**config.mk**
```make
export PLATFORM = sky130hd
export DESIGN_NAME = fix_msg_tx
export DESIGN_NICKNAME = d
export VERILOG_FILES = /design/src/rtl/fix_msg_tx.sv
export SDC_FILE = /design/constraint.sdc
export NUM_CORES = 1
export LEC_CHECK = 0
export ABC_AREA = 1
export ABC_CLOCK_PERIOD_IN_PS = 9900
export BUFFER_PORTS_ARGS = -buffer_cell sky130_fd_sc_hd__buf_4
export CORE_UTILIZATION = 30
export DETAILED_ROUTE_END_ITERATION = 10
export HOLD_SLACK_MARGIN = 0.06
export RECOVER_POWER = 100
export SLEW_MARGIN = 20
export SYNTH_ARGS = -nofsm -noshare
export SYNTH_HDL_FRONTEND = slang
export SYNTH_SLANG_ARGS = --single-unit
```
**constraint.sdc**
```tcl
create_clock -name clk -period 9.9 [get_ports clk]
set_input_delay 1.485 -clock clk [delete_from_list [all_inputs] [get_ports clk]]
set_output_delay 1.485 -clock clk [all_outputs]
set_load 0.02 [all_outputs]
```
**src/rtl/fix_msg_tx.sv**
```systemverilog
// fix_msg_tx: byte-serial FIX message transmitter.
// Builds "8=FIX.4.<m>;9=<len>;35=<T>;34=<seq>;[98=0;108=<hb>;]10=<ccc>;"
// on each accepted start pulse and streams it out under valid/ready.
// Optional build macro FIX_TX_AUTOSEQ_EN: MsgSeqNum comes from an internal
// counter (reset value 1, +1 per message, 65535 wraps to 1), not seq_num.
module fix_msg_tx #(
  parameter logic [7:0] DELIM     = 8'h3B,
  parameter logic [7:0] FIX_MINOR = 8'h34
) (
  input  logic        clk,
  input  logic        reset_n,
  input  logic        start,
  input  logic [7:0]  msg_type,
  input  logic [15:0] seq_num,
  input  logic [7:0]  hb_int,
  output logic [7:0]  dout,
  output logic        valid,
  input  logic        ready,
  output logic        busy,
  output logic        done
);

  typedef enum logic [1:0] {S_IDLE, S_PREP, S_SEND} state_e;
  // Message fields in transmit order; SEG_RESET/SEG_HB exist only for Logon.
  typedef enum logic [2:0] {
    SEG_BEGIN, SEG_LEN, SEG_TYPE, SEG_SEQ, SEG_RESET, SEG_HB, SEG_CHK
  } seg_e;

  state_e      state_q, state_d;
  seg_e        seg_q, seg_d;
  logic [3:0]  pos_q, pos_d;
  logic [7:0]  type_q, type_d;
  logic        logon_q, logon_d;
  logic [15:0] seq_bin_q, seq_bin_d;
  logic [7:0]  hb_bin_q, hb_bin_d;
  logic [19:0] seq_bcd_q, seq_bcd_d;
  logic [11:0] hb_bcd_q, hb_bcd_d;
  logic [4:0]  cnt_q, cnt_d;
  logic [2:0]  ds_q, ds_d;
  logic [1:0]  dh_q, dh_d;
  logic [4:0]  bl_q, bl_d;
  logic [7:0]  acc_q, acc_d;
  logic [7:0]  dout_q, dout_d;
  logic        valid_q, valid_d;
  logic        busy_q, busy_d;
  logic        done_q, done_d;
  logic [19:0] seq_adj, hb_adj;
  logic [2:0]  ds_c;
  logic [1:0]  dh_c;
  logic        last_c;
`ifdef FIX_TX_AUTOSEQ_EN
  logic [15:0] seq_cnt_q, seq_cnt_d;
`endif

  // Double-dabble correction: add 3 to every BCD digit that is 5 or more.
  function automatic logic [19:0] dd_adjust(logic [19:0] b);
    logic [19:0] r;
    r = b;
    for (int i = 0; i < 5; i++) begin
      if (r[4*i +: 4] >= 4'd5) r[4*i +: 4] = r[4*i +: 4] + 4'd3;
    end
    return r;
  endfunction

  // ASCII character of BCD digit k (0 = least significant).
  function automatic logic [7:0] digit_char(logic [19:0] b, logic [3:0] k);
    logic [3:0] n;
    case (k)
      4'd0:    n = b[3:0];
      4'd1:    n = b[7:4];
      4'd2:    n = b[11:8];
      4'd3:    n = b[15:12];
      4'd4:    n = b[19:16];
      default: n = 4'd0;
    endcase
    return 8'h30 + {4'd0, n};
  endfunction

  // Index of the final (DELIM) byte of each segment.
  function automatic logic [3:0] seg_last(seg_e seg, logic [2:0] ds, logic [1:0] dh);
    case (seg)
      SEG_BEGIN: return 4'd9;
      SEG_SEQ:   return 4'd3 + {1'b0, ds};
      SEG_HB:    return 4'd4 + {2'b0, dh};
      SEG_CHK:   return 4'd6;
      default:   return 4'd4;
    endcase
  endfunction

  // Byte at position pos of segment seg; numbers are printed MSD first.
  function automatic logic [7:0] msg_byte(seg_e seg, logic [3:0] pos, logic [2:0] ds,
                                          logic [1:0] dh, logic [4:0] bl, logic [7:0] mtype,
                                          logic [7:0] acc, logic [19:0] sbcd, logic [11:0] hbcd);
    logic [7:0] b;
    b = DELIM;
    case (seg)
      SEG_BEGIN: case (pos)
        4'd0: b = "8";  4'd1: b = "=";  4'd2: b = "F";  4'd3: b = "I";
        4'd4: b = "X";  4'd5: b = ".";  4'd6: b = "4";  4'd7: b = ".";
        4'd8: b = FIX_MINOR;
        default: b = DELIM;
      endcase
      SEG_LEN: case (pos)
        4'd0: b = "9";  4'd1: b = "=";
        4'd2: b = 8'h30 + {3'd0, bl / 5'd10};
        4'd3: b = 8'h30 + {3'd0, bl % 5'd10};
        default: b = DELIM;
      endcase
      SEG_TYPE: case (pos)
        4'd0: b = "3";  4'd1: b = "5";  4'd2: b = "=";  4'd3: b = mtype;
        default: b = DELIM;
      endcase
      SEG_SEQ: case (pos)
        4'd0: b = "3";  4'd1: b = "4";  4'd2: b = "=";
        default:
          if (pos < {1'b0, ds} + 4'd3) b = digit_char(sbcd, {1'b0, ds} + 4'd2 - pos);
      endcase
      SEG_RESET: case (pos)
        4'd0: b = "9";  4'd1: b = "8";  4'd2: b = "=";  4'd3: b = "0";
        default: b = DELIM;
      endcase
      SEG_HB: case (pos)
        4'd0: b = "1";  4'd1: b = "0";  4'd2: b = "8";  4'd3: b = "=";
        default:
          if (pos < {2'b0, dh} + 4'd4) b = digit_char({8'd0, hbcd}, {2'b0, dh} + 4'd3 - pos);
      endcase
      SEG_CHK: case (pos)
        4'd0: b = "1";  4'd1: b = "0";  4'd2: b = "=";
        4'd3: b = 8'h30 + acc / 8'd100;
        4'd4: b = 8'h30 + (acc / 8'd10) % 8'd10;
        4'd5: b = 8'h30 + acc % 8'd10;
        default: b = DELIM;
      endcase
      default: b = DELIM;
    endcase
    return b;
  endfunction

  // Next-state, datapath and handshake logic.
  always_comb begin
    // NOTE: every signal gets its hold value first so no path leaves one unassigned (no latches).
    state_d   = state_q;   seg_d     = seg_q;     pos_d    = pos_q;
    type_d    = type_q;    logon_d   = logon_q;
    seq_bin_d = seq_bin_q; hb_bin_d  = hb_bin_q;
    seq_bcd_d = seq_bcd_q; hb_bcd_d  = hb_bcd_q;
    cnt_d     = cnt_q;     ds_d      = ds_q;      dh_d     = dh_q;   bl_d = bl_q;
    acc_d     = acc_q;     dout_d    = dout_q;    valid_d  = valid_q;
    busy_d    = busy_q;    done_d    = 1'b0;
    seq_adj   = dd_adjust(seq_bcd_q);
    hb_adj    = dd_adjust({8'd0, hb_bcd_q});
    ds_c      = (seq_bcd_q[19:16] != 4'd0) ? 3'd5 :
                (seq_bcd_q[15:12] != 4'd0) ? 3'd4 :
                (seq_bcd_q[11:8]  != 4'd0) ? 3'd3 :
                (seq_bcd_q[7:4]   != 4'd0) ? 3'd2 : 3'd1;
    dh_c      = (hb_bcd_q[11:8] != 4'd0) ? 2'd3 :
                (hb_bcd_q[7:4]  != 4'd0) ? 2'd2 : 2'd1;
    last_c    = (pos_q == seg_last(seg_q, ds_q, dh_q));
`ifdef FIX_TX_AUTOSEQ_EN
    seq_cnt_d = seq_cnt_q;
`endif
    case (state_q)
      S_IDLE: if (start) begin
        type_d    = msg_type;
        logon_d   = (msg_type == 8'h41);
`ifdef FIX_TX_AUTOSEQ_EN
        seq_bin_d = seq_cnt_q;
`else
        seq_bin_d = seq_num;
`endif
        hb_bin_d  = hb_int;
        seq_bcd_d = '0;
        hb_bcd_d  = '0;
        cnt_d     = '0;
        acc_d     = '0;
        busy_d    = 1'b1;
        state_d   = S_PREP;
      end
      S_PREP: if (!cnt_q[4]) begin
        // 16 shifts for seq; hb joins for the last 8 so both finish together.
        seq_bcd_d = {seq_adj[18:0], seq_bin_q[15]};
        seq_bin_d = {seq_bin_q[14:0], 1'b0};
        if (cnt_q[3]) begin
          hb_bcd_d = {hb_adj[10:0], hb_bin_q[7]};
          hb_bin_d = {hb_bin_q[6:0], 1'b0};
        end
        cnt_d = cnt_q + 5'd1;
      end else begin
        ds_d    = ds_c;
        dh_d    = dh_c;
        bl_d    = logon_q ? 5'd19 + {2'd0, ds_c} + {3'd0, dh_c} : 5'd9 + {2'd0, ds_c};
        seg_d   = SEG_BEGIN;
        pos_d   = '0;
        dout_d  = "8";
        valid_d = 1'b1;
        state_d = S_SEND;
      end
      S_SEND: if (valid_q && ready) begin
        if (seg_q != SEG_CHK) acc_d = acc_q + dout_q;
        if (seg_q == SEG_CHK && last_c) begin
          valid_d = 1'b0;
          busy_d  = 1'b0;
          done_d  = 1'b1;
          dout_d  = '0;
          state_d = S_IDLE;
`ifdef FIX_TX_AUTOSEQ_EN
          seq_cnt_d = (seq_cnt_q == 16'hFFFF) ? 16'd1 : seq_cnt_q + 16'd1;
`endif
        end else begin
          if (last_c) begin
            pos_d = '0;
            seg_d = (seg_q == SEG_SEQ && !logon_q) ? SEG_CHK : seg_e'(seg_q + 3'd1);
          end else begin
            pos_d = pos_q + 4'd1;
          end
          dout_d = msg_byte(seg_d, pos_d, ds_q, dh_q, bl_q, type_q, acc_q, seq_bcd_q, hb_bcd_q);
        end
      end
      default: state_d = S_IDLE;
    endcase
  end

  // State and datapath registers.
  always_ff @(posedge clk or negedge reset_n) begin
    if (!reset_n) begin
      state_q <= S_IDLE;  seg_q <= SEG_BEGIN;  pos_q <= '0;
      type_q <= '0;  logon_q <= 1'b0;  seq_bin_q <= '0;  hb_bin_q <= '0;
      seq_bcd_q <= '0;  hb_bcd_q <= '0;  cnt_q <= '0;
      ds_q <= 3'd1;  dh_q <= 2'd1;  bl_q <= '0;  acc_q <= '0;
      dout_q <= '0;  valid_q <= 1'b0;  busy_q <= 1'b0;  done_q <= 1'b0;
    end else begin
      // NOTE: non-blocking so every register samples pre-edge values.
      state_q <= state_d;  seg_q <= seg_d;  pos_q <= pos_d;
      type_q <= type_d;  logon_q <= logon_d;  seq_bin_q <= seq_bin_d;  hb_bin_q <= hb_bin_d;
      seq_bcd_q <= seq_bcd_d;  hb_bcd_q <= hb_bcd_d;  cnt_q <= cnt_d;
      ds_q <= ds_d;  dh_q <= dh_d;  bl_q <= bl_d;  acc_q <= acc_d;
      dout_q <= dout_d;  valid_q <= valid_d;  busy_q <= busy_d;  done_q <= done_d;
    end
  end

`ifdef FIX_TX_AUTOSEQ_EN
  // Automatic MsgSeqNum counter.
  always_ff @(posedge clk or negedge reset_n) begin
    if (!reset_n) seq_cnt_q <= 16'd1;
    else          seq_cnt_q <= seq_cnt_d;
  end
`endif

  assign dout  = dout_q;
  assign valid = valid_q;
  assign busy  = busy_q;
  assign done  = done_q;

endmodule

```
### After elaboration in Yosys (flattened, before gate mapping)

Memory sizes are Yosys's and may differ from the RTL's.
Cells that the tools add are included.

* bitwise logic cells: 0
* magnitude comparators: 10
* shift operators: 0
* equality and inequality tests: 33
* divide/modulo/power cells: 6
* add/subtract/negate cells: 28
* multipliers: 0
* multiplexer cells: 95
* reductions and logical operators: 32

Operator list (number)
* 4-bit 2-to-1 mux: 25
* 8-bit 2-to-1 mux: 9
* 7-bit one-hot mux with 4 select lines: 2
* 8-bit one-hot mux with 7 select lines: 1
* 8-bit one-hot mux with 2 select lines: 3
* 8-bit one-hot mux with 6 select lines: 1
* 20-bit 2-to-1 mux: 2
* 20-bit one-hot mux with 2 select lines: 1
* 12-bit 2-to-1 mux: 3
* 3-bit 2-to-1 mux: 12
* 4-bit by 3-bit greater-or-equal comparator with 1-bit output (second input constant): 8
* 16-bit 2-to-1 mux: 2
* 16-bit one-hot mux with 2 select lines: 1
* 4-bit one-hot mux with 4 select lines: 2
* 8-bit one-hot mux with 4 select lines: 1
* 4-bit by 2-bit adder with 4-bit output (second input constant): 6
* 6-bit by 8-bit adder with 8-bit output (first input constant): 3
* 12-bit one-hot mux with 2 select lines: 1
* 4-bit AND reduction: 6
* 4-bit nonzero test: 6
* 7-bit one-hot mux with 3 select lines: 1
* 4-bit by 2-bit equality test with 1-bit output (second input constant): 5
* 4-bit one-hot mux with 5 select lines: 1
* 8-bit by 4-bit remainder unit with 8-bit output (second input constant): 2
* other kinds (51): 100

* RAM bits: 0
* logic and storage cells: 224
* memories kept: 1
* memory bits (read-only): 112
* output and inout port bits: 11
* bits in latches: 0
* register bits: 108

Memory list
* (name not given): depth 16, bits a word 7, read ports 1, clocked after memory_dff 0, wr ports 0, RTL line 97 `SEG_BEGIN: case (pos)`

### Logic depth before layout (Yosys ltp)

* word-level depth: 23
* mapped depth: 36
* mapped depth without buffers: 35

### Worst setup path after synthesis

OpenSTA, ideal clock, no wires.

* path type: register to register
* start point: register ds_q[0]
* end point: register dout_q[3] (netlist: dout[3])
* library setup time: 0.066 ns
* slack: 5.525 ns
* data arrival time: 4.309 ns
* clock period less this slack: 4.375 ns
* cell stages (with the launch flop): 30
* data required time: 9.834 ns
* cells stage by stage: dfstp_2 > inv_1 > ha_1 > xor2_1 > o211ai_1 > or2_0 > nand3_1 > nor2_4 > inv_1 > nand2_1 > inv_1 > ha_1 > inv_1 > ha_1 > fa_1 > xor2_1 > xor2_1 > nor2b_1 > nand3_1 > o22ai_1 > nor2_1 > o21ai_0 > o21ai_0 > nand2_1 > nand2_1 > nand2_1 > nor2_1 > nand2_1 > nand2_1 > nand2_1

* cells in the longest elaborated chain, start to end: 23

RTL lines
* start, declared: RTL line 39 `logic [2:0] ds_q, ds_d;`
* start signal, assigned: RTL line 228 `ds_q <= 3'd1; dh_q <= 2'd1; bl_q <= '0; acc_q <= '0;`
* start signal, assigned: RTL line 235 `ds_q <= ds_d; dh_q <= dh_d; bl_q <= bl_d; acc_q <= acc_d;`
* 3-bit by 2-bit adder with 4-bit output: RTL line 83, 116
* 4-bit one-hot mux with 4 select lines: RTL line 81 `case (seg)`
* 4-bit equality test: RTL line 157 `last_c = (pos_q == seg_last(seg_q, ds_q, dh_q));`
* 4-bit 2-to-1 mux: RTL line 209 `if (last_c) begin`
* 4-bit 2-to-1 mux: RTL line 199 `if (seg_q == SEG_CHK && last_c) begin`
* 4-bit 2-to-1 mux: RTL line 197 `S_SEND: if (valid_q && ready) begin`
* 4-bit 2-to-1 mux: RTL line 161 `case (state_q)`
* 4-bit subtractor / 3-bit by 4-bit subtractor with 4-bit output (equally long branches): RTL line 116, 125
* [... 7 more ...]
* 4-bit 2-to-1 mux: RTL line 161
* 6-bit by 4-bit adder with 7-bit output: RTL line 76 `return 8'h30 + {4'd0, n};`
* 7-bit 2-to-1 mux (on tied branches): RTL line 116, 125
* 7-bit one-hot mux with 3 select lines / 7-bit one-hot mux with 4 select lines (equally long branches): RTL line 113, 122
* 8-bit one-hot mux with 7 select lines: RTL line 96 `case (seg)`
* 8-bit 2-to-1 mux (*): RTL line 199
* 8-bit 2-to-1 mux (*): RTL line 197
* 8-bit one-hot mux with 2 select lines (*): RTL line 161
* end signal, assigned: RTL line 236 `dout_q <= dout_d; valid_q <= valid_d; busy_q <= busy_d; done_q <= done_d;`
* end, declared: RTL line 43 `logic [7:0] dout_q, dout_d;`

Every way passes the cells marked *; elsewhere a longest branch is shown, timed or not. The select of a mux whose other input is x is not followed.
A chain may end at the register's enable or synchronous reset.

==> flow_summary.ini <==
[layout]
drive_above_1_share = 0.0966
fill_cells = 2798
multiInputGateArea_um2 = 4520
nNetsFinal = 1224
synthToLayoutAreaGrowth_pct = 12.1
antenna_cells = 0
final_core_util = 0.344
seqCellArea_um2 = 2710

[sta]
rsz0062_at_grt = false
setup_tns_ps = 0
fin_ws_ps = 3590
hold_viol = 0
report.final.slew_viol_count = 246
relSlewSlack = -1.37
worst_pin_slew_ps = 3550
skew_ps = 21.8
fin_crit_ps = 6310
post-route-period-util = 0.638
max_freq_mhz = 158
final-setup-viol-count = 0

[critical_path]
criticalPathCategory = input port to async pin
cp.arrival_ps = 5990
startpoint = reset_n
cpMostUsedCell = clkbuf_1
crit_slowest_cell = clkbuf_1
r2r_start = ds_q[0]
crit_family = buffers and inverters
cp_max_fo = 64
crit_chain = clkbuf_1, clkbuf_1
endpoint_kind = async pin
start_kind = input port
required_ps = 9570
cp_num_buf_inv = 2
slowest_delay_ps = 2600

[clock_network]
hold_buffers = 0
htree_levels = 3
cts_root_buffer = clkbuf_16
clk_latency_ps = 380
cts_made_buffers = 9
clk_pin_slew_ps = 80
clock-sinks = 108
post_cts_resized = 0
cts_setup_buffers = 0
clockBufferDepth = 2
cts_tree = done

[die]
ios = 47
start_util = 0.307
die_h_um = 165
fp-row-count = 59
die_x_um = 165
dieArea_um2 = 27400
core_area_um2 = 26100

[synthesis]
syn_area_um2 = 8020
synth.area.mux_share = 0.00406
ys_ff_latch = 108
synth_area_per_cell_um2 = 7.44
synth_fa_ha_area_frac = 0.105
synth_top_family_by_area = simple AND/OR/NAND/NOR gates
synth-simple-area-share = 0.232
yosys-top-cells-area = dfrtp_1, ha_1, nand2_1, inv_1, o21ai_0
yosysTopAreaCellShare = 0.331
ys_seq_area_frac = 0.337
yosysUniqueCellTypes = 53
synth-xor-area-share = 0.0262
synthCells = 1078
ys_warn_count = 0
synth-compound-area-share = 0.198
yosysTopAreaCell = dfrtp_1
syn-num-nets = 1179

[route]
ant_nets = 0
viasPerCell = 4.96
vias = 7255
wl_per_cell_um = 14.2
wl_um = 20800
drc_errors = 6
drt_iter0_markers = 525
dr.pass1.iters = 8

[status]
status = complete, but fails checks
violations = design-rule violations, max-capacitance violations, max-slew violations

[grt]
grt.busiest_layer = met2
grt_use_total = 0.162
grt_pass1_wl_um = 35200
grt_overflow_total = 0
antenna_found_initial = 0
grt_pass1_vias = 7113
grt_use_met2 = 0.273
met3_usage = 0.0310
grt_max_degree = 65
grt_use_met1 = 0.208

[power]
p_comb_frac = 0.024
internal_power_w = 0.000631
power.switching_w = 0.000211
ir_drop_mv = 0.0910
p_sw_frac = 0.250
power_frac_seq = 0.523
p_per_area_nw_per_um2 = 93.7
leakagePower_nw = 4.29
p_clk_frac = 0.453

[run]
drv_cap = 5

[min_path]
hold_path.class = flop to flop
min_from = bl_q[2]

[placement]
dpl_worst_slack_ps = 4950
gp_congestion = 0.918
dp_hpwl_um = 15800
port_buffers = 46
[cell usage after synthesis, drive strengths merged]
| cell type | count |
|---|---|
| nand4 | 16 |
| a311oi | 1 |
| xor2 | 20 |
| a31oi | 3 |
| o41ai | 1 |
| a211o | 2 |
| o21a | 1 |
| nor2b | 1 |
| nor4 | 4 |
| o21ai | 116 |
| a221oi | 2 |
| o221ai | 2 |
| fa | 4 |
| o31ai | 3 |
| dfstp | 2 |
| ha | 61 |
| dfrtp | 106 |
| a211oi | 7 |
| nor2 | 90 |
| nand3 | 59 |
| clkbuf | 17 |
| o21bai | 1 |
| o211ai | 33 |
| mux2 | 2 |
| a21boi | 1 |
| inv | 187 |
| or2 | 7 |
| mux2i | 1 |
| nor3 | 9 |
| a22o | 1 |
| o22ai | 34 |
| a21oi | 39 |
| a32o | 1 |
| buf | 2 |
| xnor2 | 4 |
| o311ai | 2 |
| clkinv | 2 |
| o32ai | 6 |
| o2111ai | 4 |
| nand2 | 224 |
[layout make-up]
type | instances | share of cell area
multi-input cells | 762 | 0.503
clock buffers | 9 | 0.0251
flip-flops and latches | 108 | 0.301
repair buffers | 53 | 0.0359
clock inverters | 7 | 0.00961
inverters | 189 | 0.0789
well taps | 335 | 0.0466
[kinds of logic after synthesis]
logic type / count (synthesis)
compound gates: 260
mux: 3
xor+xnor: 24
buf+inv: 208
fa+ha+maj: 65
flops: 108
simple gates: 410
[power groups by stage]
stage               Clock, W  Sequential [W]  Combinational [W]
global placement           0        0.000449          0.0000220
detailed placement         0        0.000449          0.0000221
finish              0.000381        0.000441          0.0000202
global route        0.000406        0.000441          0.0000234
floorplan                  0        0.000450        0.000000558
CTS                 0.000394        0.000441          0.0000221
[registers in the layout, summed over array words and instances (netlist names)]
register and cells:
acc_q 8, done 1, busy 1, dout 8, valid 1, bl_q 5, dh_q 2, seq_bcd_q 20
state_q 2, logon_q 1, pos_q 4, hb_bcd_q 12, cnt_q 5, hb_bin_q 8, seq_bin_q 16, ds_q 3
type_q 8, seg_q 3
[path summary, 6_finish.rpt]
path                       cells after the start  slack, ps     endpoint
min in group asynchronous                      1       1920  hb_bin_q[4]
setup / recovery                               2       3590      dh_q[1]
setup reg to reg                              29       4450      dout[3]
max in group clk                              29       4450      dout[3]
hold reg to reg                                2        490      bl_q[2]
hold / removal                                 2        490      bl_q[2]
[stage by stage]
stage                     hold slack, ps  instances  total power (W)  cell area, µm²
final                                491       1463         0.000842            8990
after detailed placement             473       1447         0.000472            8770
after CTS                            494       1463         0.000856            9080
after floorplan                      444       1078         0.000450            8020
after global placement               467       1447         0.000471            8770
after global routing                 511       1463         0.000870            8990
[metal layers]
layer / share of wire / wire length [µm]
met5: 0 / 0
met3: 0.044 / 917
met4: 0.018 / 378
met2: 0.47 / 9750
met1: 0.47 / 9750
[cells in the final DEF (no fill, tap or decap), types with 33 or more instances in the layout]
cell | synthesis | final
o21ai_0 | 106 | 107
o211ai_1 | 33 | 33
nand3_1 | 51 | 51
inv_1 | 175 | 175
dfrtp_1 | 106 | 106
nor2_1 | 84 | 84
ha_1 | 61 | 61
nand2_1 | 202 | 202
a21oi_1 | 36 | 37
o22ai_1 | 34 | 34
(Power assumes the default switching activity.)
